File: src/rtl/fetch_redirect_ctrl.sv
// Fetch-stage sequencing: picks the next-PC source, holds redirects that hit a
// hazard stall, takes exceptions and tracks the delay-slot flag of the D instruction.
module fetch_redirect_ctrl #(
   parameter bit ERET_FLUSH = 1'b1
) (
   input  logic       clk,
   input  logic       reset,
   input  logic       stall,
   input  logic       br_req,
   input  logic       is_branch_D,
   input  logic       eret_req,
   input  logic       int_req,
   input  logic       m_valid,
   output logic       pc_en,
   output logic [1:0] pc_src,
   output logic       flush_D,
   output logic       flush_E,
   output logic       flush_M,
   output logic       bd_D,
   output logic       exc_taken,
   output logic [1:0] state_o
);

   localparam logic [1:0] RUN       = 2'd0;
   localparam logic [1:0] PEND_BR   = 2'd1;
   localparam logic [1:0] PEND_ERET = 2'd2;

   localparam logic [1:0] SRC_SEQ  = 2'd0;
   localparam logic [1:0] SRC_NPC  = 2'd1;
   localparam logic [1:0] SRC_EPC  = 2'd2;
   localparam logic [1:0] SRC_VEC  = 2'd3;

   logic [1:0] state, state_nxt;
   logic       pend_int, pend_int_nxt;
   logic       exc;

   // Exception entry waits until M holds a real instruction to report as EPC.
   assign exc = (int_req | pend_int) & m_valid;

   always_comb begin
      state_nxt    = state;
      pend_int_nxt = pend_int;
      pc_en        = !stall;
      pc_src       = SRC_SEQ;
      flush_D      = 1'b0;
      flush_E      = 1'b0;
      flush_M      = 1'b0;
      exc_taken    = 1'b0;

      if (reset) begin
         pc_en        = 1'b1;
         state_nxt    = RUN;
         pend_int_nxt = 1'b0;
      end else if (exc) begin
         pc_en        = 1'b1;
         pc_src       = SRC_VEC;
         flush_D      = 1'b1;
         flush_E      = 1'b1;
         flush_M      = 1'b1;
         exc_taken    = 1'b1;
         state_nxt    = RUN;
         pend_int_nxt = 1'b0;
      end else begin
         if (int_req) pend_int_nxt = 1'b1;
         case (state)
            PEND_BR: begin
               if (stall) pc_en = 1'b0;
               else begin
                  pc_en     = 1'b1;
                  pc_src    = SRC_NPC;
                  state_nxt = RUN;
               end
            end
            PEND_ERET: begin
               if (stall) pc_en = 1'b0;
               else begin
                  pc_en     = 1'b1;
                  pc_src    = SRC_EPC;
                  flush_D   = ERET_FLUSH;
                  state_nxt = RUN;
               end
            end
            default: begin
               state_nxt = RUN;
               if (eret_req) begin
                  if (stall) begin
                     pc_en     = 1'b0;
                     state_nxt = PEND_ERET;
                  end else begin
                     pc_en   = 1'b1;
                     pc_src  = SRC_EPC;
                     flush_D = ERET_FLUSH;
                  end
               end else if (br_req) begin
                  if (stall) begin
                     pc_en     = 1'b0;
                     state_nxt = PEND_BR;
                  end else begin
                     pc_en  = 1'b1;
                     pc_src = SRC_NPC;
                  end
               end
            end
         endcase
      end
   end

   always_ff @(posedge clk) begin
      if (reset) begin
         state    <= RUN;
         pend_int <= 1'b0;
         bd_D     <= 1'b0;
      end else begin
         state    <= state_nxt;
         pend_int <= pend_int_nxt;
         // A branch redirect never squashes its delay slot; only flushes clear it.
         if (flush_D)              bd_D <= 1'b0;
         else if (pc_en && !stall) bd_D <= is_branch_D;
      end
   end

   assign state_o = state;

endmodule

File: config.mk
export PLATFORM = sky130hd
export DESIGN_NAME = fetch_redirect_ctrl
export DESIGN_NICKNAME = d
export VERILOG_FILES = /design/src/rtl/fetch_redirect_ctrl.sv
export SDC_FILE = /design/constraint.sdc
export NUM_CORES = 1
export LEC_CHECK = 0
export CELL_PAD_IN_SITES_DETAIL_PLACEMENT = 2
export CELL_PAD_IN_SITES_GLOBAL_PLACEMENT = 2
export CORE_AREA = 2 2 45 47
export DETAILED_ROUTE_END_ITERATION = 16
export DIE_AREA = 0 0 47 49
export GPL_ROUTABILITY_DRIVEN = 0
export GPL_TIMING_DRIVEN = 1
export PLACE_DENSITY_LB_ADDON = 0.1
export SLEW_MARGIN = 10
export SYNTH_ARGS = -nofsm -noshare
export SYNTH_HDL_FRONTEND = slang
export SYNTH_SLANG_ARGS = --single-unit
File: constraint.sdc
create_clock -name clk -period 2.1 [get_ports clk]
set_input_delay 0.63 -clock clk [delete_from_list [all_inputs] [get_ports clk]]
set_output_delay 0.63 -clock clk [all_outputs]
set_load 0.1 [all_outputs]
==> results_dict.tcl <==
set metrics [dict create \
    drive_gt1_frac 0.613 \
    die_area_mm2 0.00230 \
    antenna_found_initial 0 \
    synth_fp_nets 41 \
    antenna_cells 0 \
    multi_input_area_um2 226 \
    synth_top_area_frac 0.314 \
    min_period_ns 2.22 \
    die_h_um 49 \
    dp_cells 79 \
    r2r_cells 6 \
    synth_edf_count 0 \
    nFillCells 206 \
    cp-end-kind "primary output" \
    relSlewSlack 0.844 \
    fin_area_um2 739 \
    p_clk_frac 0.286 \
    start_kind "flop" \
    antenna_left 0 \
    grt_usage 0.0990 \
    rows 16 \
    status "finished with violations" \
    rsz0062_at_grt "yes" \
    post-synth-top-count-cell "nor2_1" \
    hold_path.class "flop to flop" \
    grt_max_degree 6 \
    portBuffers 17 \
    die_w_um 47 \
    p_comb_frac 0.501 \
    netlist_instances 31 \
    grt_pass1_vias 360 \
    grt_first_pass_wirelength_mm 1.59 \
    totalWireLength_um 964 \
    seqPwrFrac 0.213 \
    async_reset_ff_frac 0 \
    clock_latency_ns 0.24 \
    worstPathMaxFanout 5 \
    area_growth_pct 190 \
    worstHoldStart "bd_D" \
    fin_skew_ns 0.00150 \
    period_share 1.06 \
    r2r-start "state_o[0]" \
    drt_iter0_markers 0 \
    cts_sinks 4 \
    place_worst_setup_slack_ns -0.389 \
    cp.arrival_ns 1.59 \
    postSynthAreaPerCell_um2 8.23 \
    intPower_uw 228 \
    stdcell_count 89 \
    cts_root_buf "clkbuf_4" \
    wl_per_cell_um 10.8 \
    power_density_mw_per_mm2 511 \
    register_area_um2 87.6 \
    cts_tree "done" \
    synth_commonest_cells "nor2_1, dfxtp_1, nand3b_1" \
    crit_path_top_delay_cell "dfxtp_4" \
    grt.overflow.total 0 \
    ir_drop_mv 0.227 \
    worst_slack_ns -0.124 \
    setup_viol 3 \
    maxSlewViolCount 0 \
    htreeDepth 1 \
    clock_path_buffers 2 \
    ios 18 \
    dr.pass1.iters 1 \
    drv_cap 0 \
    post-route-util 0.401 \
    crit_type "flop to primary output" \
    switching_share 0.396 \
    drc 0 \
    tightest_slew_ns 0.233 \
    crit_chain "inv_4 > ha_4 > mux2i_4 > o21a_4 > nor2_4 > buf_12" \
    cpPeakStageDelay_ns 0.35 \
    placed_cell_area_um2 653 \
    whs_endpoint "bd_D" \
    hpwl_um 808 \
    holdPathStages 2 \
    layout.nets 73 \
    yosys_register_bits 4 \
    required_ns 1.47 \
    hold_viol_final 0 \
    synthDominantAreaCellType "dfxtp_1" \
    vias_per_cell 3.78 \
    initial_core_util 0.139 \
    synth-main-ff-cell "dfxtp_1" \
    power.switching_uw 150 \
    yosys_warnings 0 \
    synth_cell_types 16 \
    numCtsBuffers 3 \
    synthTopCellsByArea "dfxtp_1, ha_1, nand3b_1, mux2i_1, nor2_1" \
    vias 336 \
    rrSetupSlack_ns 0.73 \
    r2r_end "bd_D" \
    syn_area_um2 255 \
    synth.yosys.seq_area_share 0.314 \
    core_area_mm2 0.00184 \
    fmax_mhz 450 \
    violations "negative setup slack" \
    path_clk_slew_ns 0.04 \
    power.leakage_uw 0.000298 \
]
==> power by group through the flow <==
| stage | combinational (uW) | sequential (uW) | clock [uW] |
|---|---|---|---|
| final | 189 | 80.5 | 108 |
| after detailed placement | 178 | 83.1 | 0 |
| after global routing | 198 | 80.7 | 123 |
| after CTS | 189 | 80.7 | 115 |
| after floorplan | 93.8 | 95.3 | 0 |
| after global placement | 175 | 82.7 | 0 |
==> how the worst max path moves through the flow <==
stage,start,to,slack (ns),cells past startpoint
2_1_floorplan,state_o[0],pc_src[0],-0.26,5
3_5_place_dp,eret_req,pc_src[1],-0.39,5
3_3_place_gp,int_req,pc_src[1],-0.32,5
6_report,state_o[0],pc_src[1],-0.12,6
4_1_cts,state_o[0],flush_D,-0.16,6
5_1_grt,state_o[0],pc_src[0],-0.19,6
==> registers in the layout, summed over array words and instances (netlist names) <==
register and cells:
bd_D 1, pend_int 1, state_o 2
==> placed cells by master, fill, tap and decap left out, types with 2 or more instances in the layout <==
cell,synthesis,final
buf_12,0,10
buf_4,2,11
clkbuf_4,0,3
dfxtp_1,4,2
dfxtp_4,0,2
dlygate4sd2_1,0,4
nand2b_1,2,2
nand3b_1,3,3
nor2_1,5,2
nor2_4,0,3
==> worst max-delay path, delay by kind of cell, from the launching register on <==
family / cells / cell delay, ns
AOI/OAI and AO/OA: 1 / 0.22
adders and majority gates: 1 / 0.25
buffers and inverters: 2 / 0.22
DFF: 1 / 0.35
muxes: 1 / 0.19
and+or+nand+nor: 1 / 0.11
==> area by class of cell <==
cell class / instances / share of cell area
flip-flops and latches: 4 / 0.118
clock buffers: 4 / 0.0355
repair buffers: 29 / 0.481
well taps: 27 / 0.0457
inverters: 2 / 0.0135
multi-input cells: 23 / 0.306
==> routing by layer <==
layer / track usage / up-vias / wire (um)
li1: - / 164 / -
met1: 0.115 / 158 / 361
met2: 0.167 / 12 / 527
met3: 0 / 2 / 59
met4: 0.0694 / 0 / 15
met5: 0 / - / 0
==> kinds of logic after synthesis <==
logic type,count (synthesis),synth area share
adders and majority gates,2,0.0980
AOI/OAI and AO/OA,6,0.152
and+or+nand+nor,13,0.270
DFF,4,0.314
muxes,2,0.0784
buffers and inverters,4,0.0882
==> metrics by stage <==
stage / hold slack (ns) / power [uW] / setup TNS, ns
final: 0.520 / 378 / -0.330
after global routing: 0.551 / 401 / -0.524
after CTS: 0.535 / 384 / -0.437
after detailed placement: 0.529 / 261 / -2.14
after global placement: 0.480 / 258 / -1.85
after floorplan: 0.502 / 189 / -0.982
==> what timing repair did <==
item / CTS / global route
buffers inserted: 4 / 2
resized for setup: 16 / 0
hold buffers: 0 / 0
endpoints found under the setup margin: 7 / 4
pin swaps: 7 / 7
endpoints found under the hold margin: 0 / 0
No activity file was read; power rests on OpenSTA's default activity.
